**src/rtl/data_memory_ctrl_pkg.sv**
```systemverilog
// Shared types and constants for the data memory controller: FSM state
// encoding and the range of supported read latencies.
package data_mem_pkg;

  typedef enum logic [0:0] {
    ST_CLEAR = 1'b0,
    ST_IDLE  = 1'b1
  } state_t;

  localparam int READ_LAT_MIN = 1;
  localparam int READ_LAT_MAX = 2;

  function automatic logic lat_legal(input int lat);
    return (lat >= READ_LAT_MIN) && (lat <= READ_LAT_MAX);
  endfunction

endpackage

```
**src/rtl/data_memory_ctrl_if.sv**
```systemverilog
// MEM-stage <-> data memory bus. The master drives requests, and the slave
// returns load data, strobes and the busy flag.
interface data_mem_if #(
  parameter int DATA_W = 16,
  parameter int ADDR_W = 16
);
  // Handshake: a request is taken on a rising edge when write_enable or
  // read_enable is high and busy is low (busy acts as not-ready). There is no
  // backpressure on responses: read_valid and addr_err are one-cycle strobes
  // that the master must consume in the cycle they are high.
  logic                  write_enable;
  logic                  read_enable;
  logic [ADDR_W-1:0]     addr;
  logic [DATA_W-1:0]     data_in;
  logic [DATA_W/8-1:0]   byte_en;
  logic [DATA_W-1:0]     read_data_out;
  logic                  read_valid;
  logic                  busy;
  logic                  addr_err;

  modport master (
    output write_enable, read_enable, addr, data_in, byte_en,
    input  read_data_out, read_valid, busy, addr_err
  );

  modport slave (
    input  write_enable, read_enable, addr, data_in, byte_en,
    output read_data_out, read_valid, busy, addr_err
  );
endinterface

```
**src/rtl/data_memory_ctrl_read_pipe.sv**
```systemverilog
// LAT-deep {valid, data} delay line. Each stage loads data only when its
// incoming valid is set, so the last stage doubles as the hold-last-value output.
module read_pipe #(
  parameter int DATA_W = 16,
  parameter int LAT    = 1
) (
  input  logic              clk,
  input  logic              i_flush_n,
  input  logic              i_valid,
  input  logic [DATA_W-1:0] i_data,
  output logic              o_valid,
  output logic [DATA_W-1:0] o_data
);

  logic [LAT-1:0]    r_v;
  logic [DATA_W-1:0] r_d [LAT];

  always_ff @(posedge clk or negedge i_flush_n) begin
    if (!i_flush_n) begin
      r_v <= '0;
      for (int s = 0; s < LAT; s++) r_d[s] <= '0;
    end else begin
      r_v[0] <= i_valid;
      if (i_valid) r_d[0] <= i_data;
      for (int s = 1; s < LAT; s++) begin
        r_v[s] <= r_v[s-1];
        if (r_v[s-1]) r_d[s] <= r_d[s-1];
      end
    end
  end

  assign o_valid = r_v[LAT-1];
  assign o_data  = r_d[LAT-1];

endmodule

```
**src/rtl/data_memory_ctrl.sv**
```systemverilog
// Word-addressed single-port data memory with byte enables, pipelined reads,
// out-of-range detection and a one-word-per-cycle clear after reset.
module data_memory_ctrl
  import data_mem_pkg::*;
#(
  parameter int DATA_W         = 16,
  parameter int ADDR_W         = 16,
  parameter int DEPTH          = 256,
  parameter int READ_LAT       = 1,
  parameter int CLEAR_ON_RESET = 1
) (
  input  logic       clk,
  input  logic       reset,
  data_mem_if.slave  bus,
  output state_t     o_dbg_state
);

  localparam int NB    = DATA_W / 8;
  localparam int PTR_W = (DEPTH > 1) ? $clog2(DEPTH) : 1;
  localparam logic [PTR_W-1:0] LAST_PTR = PTR_W'(DEPTH - 1);

  state_t            r_state;
  logic [PTR_W-1:0]  r_clr_ptr;
  logic              r_busy;
  logic              r_addr_err;

  logic              w_open;
  logic              w_in_range;
  logic              w_wr_fire;
  logic              w_rd_fire;
  logic              w_bad_req;
  logic              w_clearing;
  logic              w_mem_we;
  logic [PTR_W-1:0]  w_idx;
  logic [PTR_W-1:0]  w_mem_idx;
  logic [NB-1:0]     w_mem_be;
  logic [DATA_W-1:0] w_mem_wdata;
  logic [DATA_W-1:0] w_rd_word;

  a_lat_legal: assert property (@(posedge clk) lat_legal(READ_LAT));

  // Gating on r_busy too keeps the first post-reset edge closed when the
  // clear sequence is skipped, so busy and acceptance always agree.
  assign w_open     = (r_state == ST_IDLE) && !r_busy;
  assign w_in_range = {1'b0, bus.addr} < (ADDR_W+1)'(DEPTH);
  assign w_idx      = bus.addr[PTR_W-1:0];
  assign w_wr_fire  = w_open && bus.write_enable && w_in_range;
  assign w_rd_fire  = w_open && bus.read_enable && !bus.write_enable && w_in_range;
  assign w_bad_req  = w_open && (bus.write_enable || bus.read_enable) && !w_in_range;
  assign w_clearing = (r_state == ST_CLEAR);

  assign w_mem_we    = w_clearing || w_wr_fire;
  assign w_mem_idx   = w_clearing ? r_clr_ptr : w_idx;
  assign w_mem_be    = w_clearing ? '1 : bus.byte_en;
  assign w_mem_wdata = w_clearing ? '0 : bus.data_in;

  always_ff @(posedge clk or negedge reset) begin
    if (!reset) begin
      r_state    <= (CLEAR_ON_RESET != 0) ? ST_CLEAR : ST_IDLE;
      r_clr_ptr  <= '0;
      r_busy     <= 1'b1;
      r_addr_err <= 1'b0;
    end else begin
      r_addr_err <= w_bad_req;
      case (r_state)
        ST_CLEAR: begin
          r_clr_ptr <= r_clr_ptr + PTR_W'(1);
          if (r_clr_ptr == LAST_PTR) begin
            r_state <= ST_IDLE;
            r_busy  <= 1'b0;
          end
        end
        ST_IDLE:  r_busy  <= 1'b0;
        default:  r_state <= ST_IDLE;
      endcase
    end
  end

  // One byte-wide array per lane keeps the per-byte write enables independent.
  for (genvar b = 0; b < NB; b++) begin : g_lane
    logic [7:0] r_lane [DEPTH];

    always_ff @(posedge clk) begin
      if (w_mem_we && w_mem_be[b]) r_lane[w_mem_idx] <= w_mem_wdata[8*b +: 8];
    end

    assign w_rd_word[8*b +: 8] = r_lane[w_idx];
  end

  read_pipe #(
    .DATA_W (DATA_W),
    .LAT    (READ_LAT)
  ) u_read_pipe (
    .clk       (clk),
    .i_flush_n (reset),
    .i_valid   (w_rd_fire),
    .i_data    (w_rd_word),
    .o_valid   (bus.read_valid),
    .o_data    (bus.read_data_out)
  );

  assign bus.busy     = r_busy;
  assign bus.addr_err = r_addr_err;
  assign o_dbg_state  = r_state;

endmodule

```
**src/flat_wrapper.sv**
```systemverilog
// flat-port wrapper written by rule: the top's interface ports become plain ports
module data_memory_ctrl_flat import data_mem_pkg::*;
#(
  parameter int DATA_W         = 16,
  parameter int ADDR_W         = 16,
  parameter int DEPTH          = 256,
  parameter int READ_LAT       = 1,
  parameter int CLEAR_ON_RESET = 1
)
  (clk, reset, o_dbg_state, bus_write_enable, bus_read_enable, bus_addr, bus_data_in, bus_byte_en, bus_read_data_out, bus_read_valid, bus_busy, bus_addr_err);
  data_mem_if #(.DATA_W(DATA_W), .ADDR_W(ADDR_W)) bus_i ();
  input  logic clk;
  input  logic reset;
  output state_t o_dbg_state;
  input wire logic [$bits(bus_i.write_enable)-1:0] bus_write_enable;
  input wire logic [$bits(bus_i.read_enable)-1:0] bus_read_enable;
  input wire logic [$bits(bus_i.addr)-1:0] bus_addr;
  input wire logic [$bits(bus_i.data_in)-1:0] bus_data_in;
  input wire logic [$bits(bus_i.byte_en)-1:0] bus_byte_en;
  output wire logic [$bits(bus_i.read_data_out)-1:0] bus_read_data_out;
  output wire logic [$bits(bus_i.read_valid)-1:0] bus_read_valid;
  output wire logic [$bits(bus_i.busy)-1:0] bus_busy;
  output wire logic [$bits(bus_i.addr_err)-1:0] bus_addr_err;
  assign bus_i.write_enable = bus_write_enable;
  assign bus_i.read_enable = bus_read_enable;
  assign bus_i.addr = bus_addr;
  assign bus_i.data_in = bus_data_in;
  assign bus_i.byte_en = bus_byte_en;
  assign bus_read_data_out = bus_i.read_data_out;
  assign bus_read_valid = bus_i.read_valid;
  assign bus_busy = bus_i.busy;
  assign bus_addr_err = bus_i.addr_err;
  data_memory_ctrl #(.DATA_W(DATA_W), .ADDR_W(ADDR_W), .DEPTH(DEPTH), .READ_LAT(READ_LAT), .CLEAR_ON_RESET(CLEAR_ON_RESET)) u_core (.clk(clk), .reset(reset), .bus(bus_i), .o_dbg_state(o_dbg_state));
endmodule
```
**config.mk**
```make
export PLATFORM = sky130hd
export DESIGN_NAME = data_memory_ctrl_flat
export DESIGN_NICKNAME = d
export VERILOG_FILES = /design/src/rtl/data_memory_ctrl_pkg.sv /design/src/rtl/data_memory_ctrl_if.sv /design/src/rtl/data_memory_ctrl_read_pipe.sv /design/src/rtl/data_memory_ctrl.sv /design/src/flat_wrapper.sv
export SDC_FILE = /design/constraint.sdc
export NUM_CORES = 2
export LEC_CHECK = 0
export BUFFER_PORTS_ARGS = -buffer_cell sky130_fd_sc_hd__buf_2
export CORE_ASPECT_RATIO = 1.75
export CORE_MARGIN = 2
export CORE_UTILIZATION = 60
export CTS_CLUSTER_DIAMETER = 50
export DETAILED_ROUTE_END_ITERATION = 7
export PLACE_DENSITY = 0.74
export SLEW_MARGIN = 0
export SYNTH_ARGS = -nofsm -noshare
export SYNTH_HDL_FRONTEND = slang
export SYNTH_HIERARCHICAL = 1
export SYNTH_SLANG_ARGS = --single-unit
```
**constraint.sdc**
```tcl
create_clock -name clk -period 15.8 [get_ports clk]
set_input_delay 4.74 -clock clk [delete_from_list [all_inputs] [get_ports clk]]
set_output_delay 4.74 -clock clk [all_outputs]
set_load 0.1 [all_outputs]
```
; Yosys cells after proc, flatten, opt, wreduce, memory -nomap -nowiden
; Memory sizes are Yosys's and may differ from the RTL's. A register that Yosys moved wholly into a read port is not among the register bits.
; Index checks and enable logic that the tools add are counted.
[op_classes]
addsub = 1
n_lt_le_gt_ge = 1
n_eq_ne = 2
muxes = 11
bitwise_logic = 1
n_reduce_logical = 17
[op_table]
columns = cell, n
row1 = $lt A16 B9 Y1 const B, 1
row2 = $mux W16, 1
row3 = $logic_and A1 B1 Y1, 10
row4 = $add A8 B1 Y8 const B, 1
row5 = $eq A8 B8 Y1 const B, 1
row6 = $mux W8, 1
row7 = $mux W1, 7
row8 = $logic_not A1 Y1, 5
row9 = $logic_or A1 B1 Y1, 2
row10 = $mux W2, 1
row11 = $ne A2 B2 Y1 const B, 1
row12 = $pmux W1 S2, 1
row13 = $not A1 Y1, 1
[totals]
ff_bits = 12
ramBits = 4096
in_bits = 38
out_inout_bits = 20
elab_cells = 40
n_memories = 2
[memory_table]
columns = memory, words, word_bits, rd, rd_clocked_by_memory_dff, wr, line_no
row1 = u_core.g_lane[0].r_lane, 256, 8, 1, 1, 1, data_memory_ctrl.sv:81  ; logic [7:0] r_lane [DEPTH];
row2 = u_core.g_lane[1].r_lane, 256, 8, 1, 1, 1, data_memory_ctrl.sv:81

; Depth between registers and ports, before layout
[depth]
ltp_word = 8
ltp_mapped = 13
mapped_depth_nobuf = 7

; Hierarchy
; The synthesis kept the hierarchy.
[by_module_without_submodules]
columns = module, instances, cells_per_inst, area_per_inst_um2, seq_area_each_um2
row1 = data_memory_ctrl, 1, 7673, 160092.3, 123274.5
row2 = read_pipe, 1, 35, 674.4, 425.4

; Worst setup path before layout
; Ideal clock, no wire load.
[synth_path]
path_kind = in2reg
from = input port bus_data_in[0]
to = memory u_core.g_lane[0].r_lane[0][0] (data pin)
setup_time_ns = 0.867
t_arrival_ns = 7.967
required_time_ns = 14.933
setup_slack_ns = 6.966
stages = 1
path_buffers = 0
path_cell_list = and2_1
[synth_between]
elab_chain_len = 1
[synth_rtl]
columns = element, line_no
row1 = "start, declared", flat_wrapper.sv:18  ; input wire logic [$bits(bus_i.data_in)-1:0] bus_data_in;
row2 = $mux W16, data_memory_ctrl.sv:55  ; assign w_mem_wdata = w_clearing ? '0 : bus.data_in;
row3 = "end, declared", data_memory_ctrl.sv:81
; No other way between the ends.

; Worst setup path after layout
[layout_path]
from = input port bus_addr[0]
to = register u_core.u_read_pipe.r_d, in the netlist u_core/u_read_pipe/o_data[2] (read register of u_core.g_lane[0].r_lane)
[layout_between]
elab_chain_len = 2
[layout_rtl]
columns = element, line_no
row1 = "start, declared", flat_wrapper.sv:17  ; input wire logic [$bits(bus_i.addr)-1:0] bus_addr;
row2 = $lt A16 B9 Y1, data_memory_ctrl.sv:45  ; assign w_in_range = {1'b0, bus.addr} < (ADDR_W+1)'(DEPTH);
row3 = $logic_and A1 B1 Y1, data_memory_ctrl.sv:48  ; assign w_rd_fire = w_open && bus.read_enable && !bus.write_enable && w_in_range;
row4 = "end, declared", data_memory_ctrl_read_pipe.sv:16  ; logic [DATA_W-1:0] r_d [LAT];
; Parallel ways exist; a longest one is shown, timed or not.
; A chain may end at the register's enable or synchronous reset.

==> impl_metrics.ini <==
[logic_synthesis]
synthTopCellsByArea = edfxtp_1, mux4_2, mux2i_1
yosysSeqAreaShare = 0.769
yosys_most_used_dff = edfxtp_1
synthArstFlopShare = 0.00679
netlist_instances = 7708
synth.avg_cell_area_um2 = 20.9
syn_area_um2 = 161000
synth_top_area_frac = 0.765
ys_warn_count = 6
synth_edf_count = 4096
syn-num-nets = 7747
synth_area_leader_cell = edfxtp_1
yosysUniqueCellTypes = 57
ys_ff_latch = 4124

[finish]
synthToLayoutAreaGrowth_pct = 8.88
drive_above_1_share = 0.198
fin_nets = 7774
fillers = 16646
fin_area_um2 = 175000
final_common_cell = edfxtp_1
layout_common_cells = edfxtp_1, mux4_2, mux2i_1

[clock_network]
cts_hold_buf = 0
cts_root_buffer = clkbuf_16
cts.repair.resized = 0
cts_setup_buffers = 0
clk_pin_slew_ns = 0.06
cts_tree = built
cts.path.max_buffers = 4
cts.sinks = 4124
cts_made_buffers = 346
clk_latency_ns = 0.91
htree_levels = 5

[pwr]
peakVddDrop_uv = 101
p_sw_frac = 0.200
combPwrFrac = 0.027
p_int_w = 0.0169
p_clk_frac = 0.412
p_sw_w = 0.00422
power.density_nw_per_um2 = 120
power_leakage_nw = 44.8
seq_power_share = 0.561

[route]
wl_per_cell_um = 35.1
drc = 0
drtIter0Drc = 10254
vias = 79589
drt-vias-per-instance = 6.88
ant_nets = 0
firstDrtPassIters = 6
routed_wl_um = 406000

[timing]
fmax_mhz = 112
setup_tns_ns = 0
fin_skew_ns = 0.0397
rsz0062_at_grt = no
fin_crit_sh = 0.566
hold_violations = 0
setup_viol = 0
relSlewSlack = 0.0526
fin_crit_ns = 8.94
slew_violations = 0
tightest_slew_ns = 1.42

[die]
coreArea_um2 = 267000
die_w_um = 395
io_pins = 58
die_area_um2 = 272000
die_h_um = 689
rows = 251
start_util = 0.603

[outcome]
status = finished, final reports clean

[setup_path]
rr_worst_depth = 6
cp_slowest_cell = nor4_1
critPathMaxFanout = 93
cp_data_arrival_time_ns = 9.76
timing.rr.end = u_core/g_lane[1].r_lane[161][6]
crit_required_ns = 16.63
start_kind = primary input
r2r-start = u_core/o_dbg_state
cpPeakStageDelay_ns = 1.03
criticalPathCategory = in -> reg
r2r_slack_ns = 10.91
endpoint_kind = flip-flop
crit_path_cell_trace = buf_12, buf_12, buf_4, mux2i_1, o221ai_1, a21oi_1, nor4_1, nand4_1, nor4_1, mux2_2

[grt]
grt_max_degree = 193
grt_pass1_wl_um = 581000
grt_overflow = 0
grt_pass1_vias = 80980
grt_usage = 0.298
antenna_found_initial = 22

[placed_design]
hpwl_um = 251000
port-buffer-count = 57
place_area_um2 = 164000
gp_congestion = 0.895

[job]
maxCapViolCount = 0

[worst_hold_path]
hold_depth = 2
worstHoldStart = u_core/bus.busy
whs_endpoint = u_core/bus.busy
worst_hold_path_type = reg -> reg
[layout make-up]
class | instances | area (um2) | area share
antenna | 9 | 22.5 | 0.000129
clock buffer | 405 | 9050 | 0.0517
clock inverter | 220 | 2360 | 0.0135
inverter | 6 | 32.5 | 0.000186
multi-input combinational | 3074 | 34000 | 0.194
sequential | 4124 | 124000 | 0.707
tap | 3542 | 4430 | 0.0253
timing repair buffer | 183 | 1420 | 0.00810
[per-stage QoR]
step	power (W)	util	setup WS (ns)	hold WS, ns	std cells
4_1_cts	0.0212	0.656	6.96	0.472	11554
3_5_place_dp	0.0126	0.614	5.97	0.462	10929
6_report	0.0211	0.656	6.86	0.470	11563
3_3_place_gp	0.0126	0.614	6.13	0.457	10929
5_1_grt	0.0216	0.656	6.75	0.509	11555
2_1_floorplan	0.0125	-	6.97	0.502	7708
[worst max-delay path by stage]
| stage | depth (start not counted) | from | endpoint | slack, ns |
|---|---|---|---|---|
| 2_1_floorplan | 1 | bus_data_in[0] | u_core/g_lane[0].r_lane[0][0] | 6.97 |
| 3_3_place_gp | 10 | bus_addr[0] | u_core/u_read_pipe/o_data[2] | 6.13 |
| 3_5_place_dp | 10 | bus_addr[0] | u_core/u_read_pipe/o_data[2] | 5.97 |
| 4_1_cts | 10 | bus_addr[0] | u_core/u_read_pipe/o_data[0] | 6.96 |
| 5_1_grt | 10 | bus_addr[0] | u_core/u_read_pipe/o_data[2] | 6.75 |
| 6_report | 10 | bus_addr[0] | u_core/u_read_pipe/o_data[2] | 6.86 |
[state kept, by name, summed over array words and instances (netlist names)]
signal                      cells
u_core/g_lane.r_lane         4096
u_core/u_read_pipe/o_data      16
u_core/r_clr_ptr                8
u_core/bus.addr_err             1
u_core/bus.busy                 1
u_core/o_dbg_state              1
u_core/u_read_pipe/o_valid      1
[cell usage after synthesis (all sizes together), types with 2 or more instances]
library cell,number
a2111oi,4
a211oi,28
a21oi,148
a221oi,54
a22o,58
a22oi,52
a31oi,2
and2,22
and3,2
and4b,3
buf,290
clkbuf,214
dfrtp,27
edfxtp,4096
inv,6
mux2,73
mux2i,552
mux4,780
nand2,65
nand2b,20
nand3,18
nand3b,2
nand4,4
nor2,538
nor2b,6
nor3,78
nor3b,2
nor4,37
o211ai,29
o21ai,39
o221ai,232
o22ai,197
o31ai,5
o32ai,2
or2,3
or3,5
or4,2
xnor2,5
xor2,2
[cells by family after synthesis]
kind of cell	share of synthesized area
simple gates	0.0221
flops	0.769
compound gates	0.0382
buf+inv	0.0203
xor+xnor	0.000381
mux	0.150
fa+ha+maj	0.0000778
[worst max-delay path: cells and delay by family]
family | cells | cell delay [ns]
AOI/OAI and AO/OA | 2 | 0.59
and+or+nand+nor | 3 | 1.82
buffers and inverters | 3 | 1.71
muxes | 2 | 0.39
[power groups by stage]
| stage | sequential (W) | combinational (W) | clock, W |
|---|---|---|---|
| final | 0.0118 | 0.000567 | 0.00869 |
| after global routing | 0.0118 | 0.000583 | 0.00916 |
| after CTS | 0.0118 | 0.000564 | 0.00879 |
| after detailed placement | 0.0121 | 0.000563 | 0 |
| after global placement | 0.0121 | 0.000559 | 0 |
| after floorplan | 0.0121 | 0.000406 | 0 |
[per-layer routing]
layer  GRT usage  share of wire
met4       0.166          0.064
met1       0.355           0.32
met5           0        0.00040
met3      0.0506          0.088
met2       0.519           0.52
Power figures use the tool's default switching activity.
